<file path="src/rtl/pc_sequencer_if.sv">
// Fetch/execute/PC-adder signal bundle between the PC sequencer and its
// surroundings. The master side is the sequencer. The slave side is the
// instruction memory, the execute stage and the PC adder.
interface pc_sequencer_if;
    // Instruction memory
    logic        imem_req;
    logic [31:0] imem_addr;
    logic        imem_ready;
    logic [31:0] imem_rdata;
    // Execute handshake and control-flow resolution
    logic [31:0] instr;
    logic        instr_valid;
    logic        ex_ready;
    logic        ex_done;
    logic        br_taken;
    logic        is_jalr;
    // PC adder
    logic        pc_a_src;
    logic        pc_b_src;
    logic [31:0] next_pc;
    // Architectural state and status
    logic [31:0] pc;
    logic [31:0] retired;
    logic        fault;
    logic [1:0]  fault_cause;

    modport master (
        output imem_req, imem_addr, instr, instr_valid,
               pc_a_src, pc_b_src, pc, retired, fault, fault_cause,
        input  imem_ready, imem_rdata, ex_ready, ex_done,
               br_taken, is_jalr, next_pc
    );

    modport slave (
        input  imem_req, imem_addr, instr, instr_valid,
               pc_a_src, pc_b_src, pc, retired, fault, fault_cause,
        output imem_ready, imem_rdata, ex_ready, ex_done,
               br_taken, is_jalr, next_pc
    );
endinterface

</file>
<file path="src/rtl/pc_sequencer.sv">
// Multicycle fetch/PC controller. It owns the architectural PC and runs one
// instruction at a time through FETCH -> ISSUE -> EXEC -> UPDATE. It steers
// the external PC adder and commits the adder result. An instruction-memory
// timeout or a misaligned target parks the block in a sticky FAULT state.
module pc_sequencer #(
    parameter logic [31:0] RESET_PC = 32'h0000_0000,
    parameter int unsigned MAX_WAIT = 8
) (
    input  logic          clk,
    input  logic          rstn,
    pc_sequencer_if.master bus
);

    typedef enum logic [2:0] {
        S_BOOT,
        S_FETCH,
        S_ISSUE,
        S_EXEC,
        S_UPDATE,
        S_FAULT
    } state_t;

    localparam logic [7:0] WAIT_LAST = 8'(MAX_WAIT - 1);

    localparam logic [1:0] CAUSE_TIMEOUT    = 2'b01;
    localparam logic [1:0] CAUSE_MISALIGNED = 2'b10;

    state_t      r_state;
    state_t      w_next_state;
    logic [31:0] r_pc;
    logic [31:0] r_instr;
    logic [31:0] r_retired;
    logic [7:0]  r_wait_cnt;
    logic        r_a_src;
    logic        r_b_src;
    logic [1:0]  r_fault_cause;

    logic        w_timeout;
    logic        w_misaligned;

    // The last allowed FETCH cycle has passed with no data. If imem_ready
    // arrives on that same cycle, the fetch still completes.
    assign w_timeout    = (r_state == S_FETCH) && !bus.imem_ready && (r_wait_cnt == WAIT_LAST);
    assign w_misaligned = (bus.next_pc[1:0] != 2'b00);

    // State register.
    // NOTE: sequential state uses non-blocking assignments, so every flop
    // samples the pre-edge values and the assignment order does not matter.
    always_ff @(posedge clk or negedge rstn) begin
        if (!rstn) r_state <= S_BOOT;
        else       r_state <= w_next_state;
    end

    // Next-state logic for the fetch/issue/execute/update sequence.
    always_comb begin
        // NOTE: the default assignment first means every path assigns
        // w_next_state, so no latch is inferred.
        w_next_state = r_state;
        case (r_state)
            S_BOOT:   w_next_state = S_FETCH;
            S_FETCH: begin
                if (bus.imem_ready) w_next_state = S_ISSUE;
                else if (w_timeout) w_next_state = S_FAULT;
            end
            S_ISSUE:  if (bus.ex_ready) w_next_state = S_EXEC;
            S_EXEC:   if (bus.ex_done)  w_next_state = S_UPDATE;
            S_UPDATE: w_next_state = w_misaligned ? S_FAULT : S_FETCH;
            S_FAULT:  w_next_state = S_FAULT;
            default:  w_next_state = S_FAULT;
        endcase
    end

    // Datapath: wait counter, instruction latch, adder selects, PC commit, fault cause.
    always_ff @(posedge clk or negedge rstn) begin
        if (!rstn) begin
            r_pc          <= RESET_PC;
            r_instr       <= '0;
            r_retired     <= '0;
            r_wait_cnt    <= '0;
            r_a_src       <= 1'b0;
            r_b_src       <= 1'b0;
            r_fault_cause <= 2'b00;
        end else begin
            // The counter runs only in FETCH. It reads zero on every FETCH entry.
            r_wait_cnt <= (r_state == S_FETCH) ? r_wait_cnt + 8'd1 : 8'd0;

            if (r_state == S_FETCH && bus.imem_ready)
                r_instr <= bus.imem_rdata;

            // The selects are loaded on the EXEC->UPDATE edge and cleared one
            // cycle later. This makes them nonzero only during UPDATE.
            if (r_state == S_EXEC && bus.ex_done) begin
                r_a_src <= bus.br_taken | bus.is_jalr;
                r_b_src <= bus.is_jalr;
            end else begin
                r_a_src <= 1'b0;
                r_b_src <= 1'b0;
            end

            if (r_state == S_UPDATE) begin
                if (w_misaligned) begin
                    r_fault_cause <= CAUSE_MISALIGNED;
                end else begin
                    r_pc      <= bus.next_pc;
                    r_retired <= r_retired + 32'd1;
                end
            end

            if (w_timeout)
                r_fault_cause <= CAUSE_TIMEOUT;
        end
    end

    assign bus.imem_req    = (r_state == S_FETCH);
    assign bus.imem_addr   = r_pc;
    assign bus.instr       = r_instr;
    assign bus.instr_valid = (r_state == S_ISSUE);
    assign bus.pc_a_src    = r_a_src;
    assign bus.pc_b_src    = r_b_src;
    assign bus.pc          = r_pc;
    assign bus.retired     = r_retired;
    assign bus.fault       = (r_state == S_FAULT);
    assign bus.fault_cause = r_fault_cause;

endmodule

</file>
<file path="src/flat_wrapper.sv">
// flat-port wrapper written by rule: the top's interface ports become plain ports
module pc_sequencer_flat 
#(
    parameter logic [31:0] RESET_PC = 32'h0000_0000,
    parameter int unsigned MAX_WAIT = 8
)
  (clk, rstn, bus_imem_req, bus_imem_addr, bus_instr, bus_instr_valid, bus_pc_a_src, bus_pc_b_src, bus_pc, bus_retired, bus_fault, bus_fault_cause, bus_imem_ready, bus_imem_rdata, bus_ex_ready, bus_ex_done, bus_br_taken, bus_is_jalr, bus_next_pc);
  pc_sequencer_if bus_i ();
  input  logic clk;
  input  logic rstn;
  output wire logic [$bits(bus_i.imem_req)-1:0] bus_imem_req;
  output wire logic [$bits(bus_i.imem_addr)-1:0] bus_imem_addr;
  output wire logic [$bits(bus_i.instr)-1:0] bus_instr;
  output wire logic [$bits(bus_i.instr_valid)-1:0] bus_instr_valid;
  output wire logic [$bits(bus_i.pc_a_src)-1:0] bus_pc_a_src;
  output wire logic [$bits(bus_i.pc_b_src)-1:0] bus_pc_b_src;
  output wire logic [$bits(bus_i.pc)-1:0] bus_pc;
  output wire logic [$bits(bus_i.retired)-1:0] bus_retired;
  output wire logic [$bits(bus_i.fault)-1:0] bus_fault;
  output wire logic [$bits(bus_i.fault_cause)-1:0] bus_fault_cause;
  input wire logic [$bits(bus_i.imem_ready)-1:0] bus_imem_ready;
  input wire logic [$bits(bus_i.imem_rdata)-1:0] bus_imem_rdata;
  input wire logic [$bits(bus_i.ex_ready)-1:0] bus_ex_ready;
  input wire logic [$bits(bus_i.ex_done)-1:0] bus_ex_done;
  input wire logic [$bits(bus_i.br_taken)-1:0] bus_br_taken;
  input wire logic [$bits(bus_i.is_jalr)-1:0] bus_is_jalr;
  input wire logic [$bits(bus_i.next_pc)-1:0] bus_next_pc;
  assign bus_imem_req = bus_i.imem_req;
  assign bus_imem_addr = bus_i.imem_addr;
  assign bus_instr = bus_i.instr;
  assign bus_instr_valid = bus_i.instr_valid;
  assign bus_pc_a_src = bus_i.pc_a_src;
  assign bus_pc_b_src = bus_i.pc_b_src;
  assign bus_pc = bus_i.pc;
  assign bus_retired = bus_i.retired;
  assign bus_fault = bus_i.fault;
  assign bus_fault_cause = bus_i.fault_cause;
  assign bus_i.imem_ready = bus_imem_ready;
  assign bus_i.imem_rdata = bus_imem_rdata;
  assign bus_i.ex_ready = bus_ex_ready;
  assign bus_i.ex_done = bus_ex_done;
  assign bus_i.br_taken = bus_br_taken;
  assign bus_i.is_jalr = bus_is_jalr;
  assign bus_i.next_pc = bus_next_pc;
  pc_sequencer #(.RESET_PC(RESET_PC), .MAX_WAIT(MAX_WAIT)) u_core (.clk(clk), .rstn(rstn), .bus(bus_i));
endmodule
</file>
<file path="config.mk">
export PLATFORM = sky130hd
export DESIGN_NAME = pc_sequencer_flat
export DESIGN_NICKNAME = d
export VERILOG_FILES = /design/src/rtl/pc_sequencer_if.sv /design/src/rtl/pc_sequencer.sv /design/src/flat_wrapper.sv
export SDC_FILE = /design/constraint.sdc
export NUM_CORES = 1
export LEC_CHECK = 0
export CAP_MARGIN = 20
export CORE_MARGIN = 3
export CORE_UTILIZATION = 25
export CTS_CLUSTER_SIZE = 8
export DETAILED_ROUTE_END_ITERATION = 7
export PLACE_DENSITY = 0.54
export SETUP_SLACK_MARGIN = 0.3
export SYNTH_ARGS = -nofsm -noshare
export SYNTH_HDL_FRONTEND = slang
export SYNTH_SLANG_ARGS = --single-unit
</file>
<file path="constraint.sdc">
create_clock -name clk -period 5.05 [get_ports clk]
set_input_delay 1.01 -clock clk [delete_from_list [all_inputs] [get_ports clk]]
set_output_delay 1.01 -clock clk [all_outputs]
set_load 0.005 [all_outputs]
</file>
* Word level (Yosys, flattened, before mapping)
Index checks and enable logic that the tools add are counted.
** Word-level totals
- Flip-flop bits (word level) :: 111
- Latch bits :: 0
- RAM bits :: 0
- Memory bits (read-only) :: 0
- Input bits :: 71
- Output and inout port bits :: 135
- Word-level logic and storage cells :: 45
- Memories kept :: 0
** Operators by class
- $add $sub $neg :: 2
- Multipliers :: 0
- Divide/modulo/power cells :: 0
- Magnitude comparators :: 0
- Eq/ne operators :: 9
- Shifts and indexed selects :: 0
- Multiplexer cells :: 12
- Bitwise gates (word level) :: 2
- Reductions and logical operators :: 12
** Operators with widths (count)
- $add A32 B1 Y32 const B :: 1
- $mux W3 :: 5
- $pmux W3 S5 :: 1
- $add A8 B1 Y8 const B :: 1
- $eq A8 B3 Y1 const B :: 1
- $mux W8 :: 1
- $eq A3 B2 Y1 const B :: 2
- $eq A3 B3 Y1 const B :: 2
- $mux W2 :: 3
- $reduce_bool A2 Y1 :: 3
- $logic_and A1 B1 Y1 :: 4
- $reduce_and A2 Y1 :: 2
- $eq A3 B1 Y1 const B :: 1
- $logic_not A3 Y1 :: 1
- $ne A3 B1 Y1 const B :: 1
- $reduce_and A3 Y1 :: 1
- $mux W1 :: 2
- $ne A2 B1 Y1 const B :: 1
- $ne A2 B2 Y1 const B :: 1
- $logic_not A1 Y1 :: 1
- $not A1 Y1 :: 1
- $or A1 B1 Y1 :: 1

* Depth between registers and ports, before layout
- Depth after elaboration :: 6
- Gate-level depth with buffers :: 9
- Mapped depth without buffers :: 6

* Least setup slack after synthesis
OpenSTA, ideal clock, no wires.
- Path kind :: in2reg
- Start point :: in bus_next_pc[1]
- End point :: reg u_core.r_retired[28] (netlist: u_core.bus.retired[28])
- Setup time :: 0.079 ns
- Arrival :: 2.242 ns
- Data required time :: 4.971 ns
- Setup slack :: 2.728 ns
- Stages on the path :: 6
- Buffers on the path :: 1
- Cells stage by stage :: nor2_1 nand4_2 or4_4 buf_6 nor3_2 xor2_1
** On the way
- Word-level cells in the longest chain between the ends :: 3
** Ends and longest elaborated chain
- start, declared :: RTL line flat_wrapper.sv:27 : input wire logic [$bits(bus_i.next_pc)-1:0] bus_next_pc;
- $reduce_bool A2 Y1 :: RTL line pc_sequencer.sv:44 : assign w_misaligned = (bus.next_pc[1:0] != 2'b00);
- $not A1 Y1 (no line)
- $reduce_and A2 Y1 (no line)
- end signal, assigned :: RTL line pc_sequencer.sv:105 : r_retired <= r_retired + 32'd1;
- end, declared :: RTL line pc_sequencer.sv:32 : logic [31:0] r_retired;
Every way passes these cells.
A chain may end at the register's enable or synchronous reset.

* Final worst setup path
- Start point :: reg u_core.r_state[0]
- End point :: out bus_imem_req
** On the way
- Word-level cells in the longest chain between the ends :: 1
** Ends and longest elaborated chain
- start, declared :: RTL line pc_sequencer.sv:28 : state_t r_state;
- start signal, assigned :: RTL line pc_sequencer.sv:51 : else r_state <= w_next_state;
- $eq A3 B1 Y1 :: RTL line pc_sequencer.sv:114 : assign bus.imem_req = (r_state == S_FETCH);
- end, declared :: RTL line flat_wrapper.sv:11 : output wire logic [$bits(bus_i.imem_req)-1:0] bus_imem_req;
Every way passes these cells.

==> metrics.txt <==
DRT Pass-1 Iters=4; Initial Util=25.6%; Compound-Gate Fraction of Synth Area=1.49%; clk sinks=111; Fillers=1850; flops & latches, synth=111; P_leak=3.16 nW; max incr delay on CP=520 ps; Core Util, Final=38.5%; CTS buffer count=9; max-slew violations=0; Final Hold Violating Endpoints=0; critical path capture point type=output port; RSZ-0062 raised after global routing=false; layout cells sized above 1=10.6%; Die ar.=20900 um2; TNS Setup=0 ps; H-tree depth=3; Register Area=2780 um2; vias in the first global route=3812; Power per Cell Area=490 nW/um2; post-DR wirelength/cell=14.7 um; Setup violations, final=0; fin area=7230 um2; critical-path cell list=inv_1 > nor2_1 > nand2b_1 > inv_2 > clkdlybuf4s50_1; post-synthesis xor/xnor area fraction=6.57%; mux share of post-synthesis cell area=7.51%; Mapped Cells=433; Core ar.=18800 um2; peak supply drop=0.000185 V; global route total overflow=0; Seq/Total Area, Yosys=57.9%; Die W=145 um; Post-synth EDFFs=0; Max Freq=333 MHz; DR iter-0 viols=135; global-route wire length before repair=19.8 mm; root buffer cell=clkbuf_16; CTS Buffer Depth=2; Syn Std Cell Area=4800 um2; Fin Clk Skew=9.42 ps; hold path depth=1; clk_lat worst skew=350 ps; status=finished, final reports clean; CP arrival=1990 ps; relative slew slack=45.7%; drt total wl=12.4 mm; Critical Path Source Type=register; Resized cells post-CTS=0; port bufs=205; FF-to-FF path depth=5; DRC viols=0; Detail Placement HPWL=9.15 mm; Syn Nets=506; Rows=50; Critical-path top delay cell=clkdlybuf4s50_1; GRT Util Overall=12.1%; simple-gate area share of the yosys netlist=19.0%; placed inst area=6850 um2; Vias=3581; Period minus WS final=3000 ps; # diodes=0; syn_area_per_cell=11.1 um2; Crit Path Category=reg2out; critical path's top delay family=buffers and inverters; type of the worst min-delay path=reg2reg; Worst Path Max Fanout=10; Max Cap Violations=0; Synth Area in Adders=0.522%; Die Ht=145 um; Final nets=680; Post-CTS Hold Fix Bufs=0; largest net degree at the start of global routing=76; worst path bufs/invs=3; Placer Congestion=0.749; synth-to-layout area growth=50.6%; Main synth FF type=dfrtp_1; period utilization=59.5%; area of the multi-input gates=1690 um2; ys async rst share=100%; vias per cell=4.24; antenna violations before repair=0; CTS tree=yes; # IOs=206; Yosys cell types=42; Ys Warns=0; Worst path depth=5; clock-pin slew on the worst setup and hold paths=70 ps; Post-CTS Setup Bufs=0; largest family of logic cells by synthesized area=simple AND/OR/NAND/NOR gates; Slew @ Worst Pin=812 ps; Routed Antenna Nets=0; CP required=4040 ps
-- cell type report --
class	instances	area share, %
Sequential cell	111	38.4
Timing Repair Buffer	209	29.1
Multi-Input combinational cell	270	23.4
Tap cell	234	4.05
Clock buffer	10	3.31
Clock inverter	5	1.47
Inverter	6	0.312
-- worst paths after layout --
path | from | endpoint | slack [ps]
max | u_core.r_state[0]$_DFFE_PN0P_ | bus_imem_req | 2050
min | u_core.r_wait_cnt[0]$_DFF_PN0_ | u_core.r_wait_cnt[0]$_DFF_PN0_ | 460
max reg2reg | u_core.r_state[1]$_DFFE_PN0P_ | u_core.bus.retired[16]$_DFFE_PN0P_ | 2650
min reg2reg | u_core.r_wait_cnt[0]$_DFF_PN0_ | u_core.r_wait_cnt[0]$_DFF_PN0_ | 460
max in group asynchronous | rstn | u_core.bus.retired[15]$_DFFE_PN0P_ | 3720
min in group asynchronous | rstn | u_core.bus.imem_addr[31]$_DFFE_PN0P_ | 550
-- cells by family (layout without fill, tap and decap cells) --
| kind of cell | after synthesis | count (layout) |
|---|---|---|
| AO/OA/AOI/OAI | 12 | 12 |
| XOR/XNOR | 36 | 36 |
| multiplexers | 32 | 32 |
| AND/OR/NAND/NOR | 188 | 188 |
| adder cells (fa/ha/maj) | 2 | 2 |
| buffers and inverters | 52 | 230 |
| flip-flops | 111 | 111 |
-- sequential cells by signal, summed over array words and instances, names as in the netlist --
name	flops
u_core.bus.pc_b_src	1
u_core.r_wait_cnt	8
u_core.bus.retired	32
u_core.r_state	3
u_core.bus.instr	32
u_core.bus.fault_cause	2
u_core.bus.imem_addr	32
u_core.bus.pc_a_src	1
-- synthesized netlist by cell type (2+ instances only) --
master | number | area share [%]
nand4_1 | 8 | 1.0
and2_1 | 6 | 0.78
nand3_1 | 12 | 1.3
nand2b_1 | 4 | 0.52
xnor2_1 | 22 | 4.0
and3_1 | 4 | 0.52
clkbuf_1 | 8 | 0.63
dfrtp_1 | 111 | 58
mux2_2 | 31 | 7.3
nor3_2 | 4 | 0.83
o21ai_0 | 3 | 0.31
buf_4 | 35 | 5.5
nor2_1 | 15 | 1.2
a21oi_1 | 5 | 0.52
xor2_1 | 14 | 2.6
nor3_1 | 8 | 0.83
nand2_1 | 113 | 8.8
ha_1 | 2 | 0.52
inv_1 | 5 | 0.39
-- stage by stage --
| stage | hold slack [ps] | std cells | setup WS (ps) | total power, W |
|---|---|---|---|---|
| after global routing | 484 | 845 | 1810 | 0.00379 |
| after global placement | 437 | 829 | 1790 | 0.00275 |
| final | 462 | 845 | 2050 | 0.00354 |
| after detailed placement | 455 | 829 | 1680 | 0.00276 |
| after CTS | 465 | 844 | 2000 | 0.00360 |
| after floorplan | 424 | 433 | 2730 | 0.00196 |
-- per-layer routing --
layer	vias up	part of all wire (%)	GRT usage [%]
met1	1734	42	14.8
met5	-	0	0
met4	0	1.7	4.61
li1	1727	-	-
met2	106	51	20.5
met3	14	5.3	3.01
-- layout by cell type, fill, tap and decap left out, types with 5 or more instances in the layout --
| master | n |
|---|---|
| a21oi_1 | 5 |
| and2_1 | 6 |
| clkbuf_16 | 9 |
| clkdlybuf4s50_1 | 204 |
| dfrtp_1 | 111 |
| inv_1 | 5 |
| mux2_2 | 31 |
| nand2_1 | 112 |
| nand3_1 | 12 |
| nand4_1 | 8 |
| nor2_1 | 15 |
| nor3_1 | 8 |
| xnor2_1 | 22 |
| xor2_1 | 14 |
-- power breakdown --
part	switching, W	internal, W
Combinational	0.000440	0.000904
Clock	0.000327	0.000497
Sequential	0.000205	0.00117
Total	0.000972	0.00257
(Power assumes the default switching activity.)
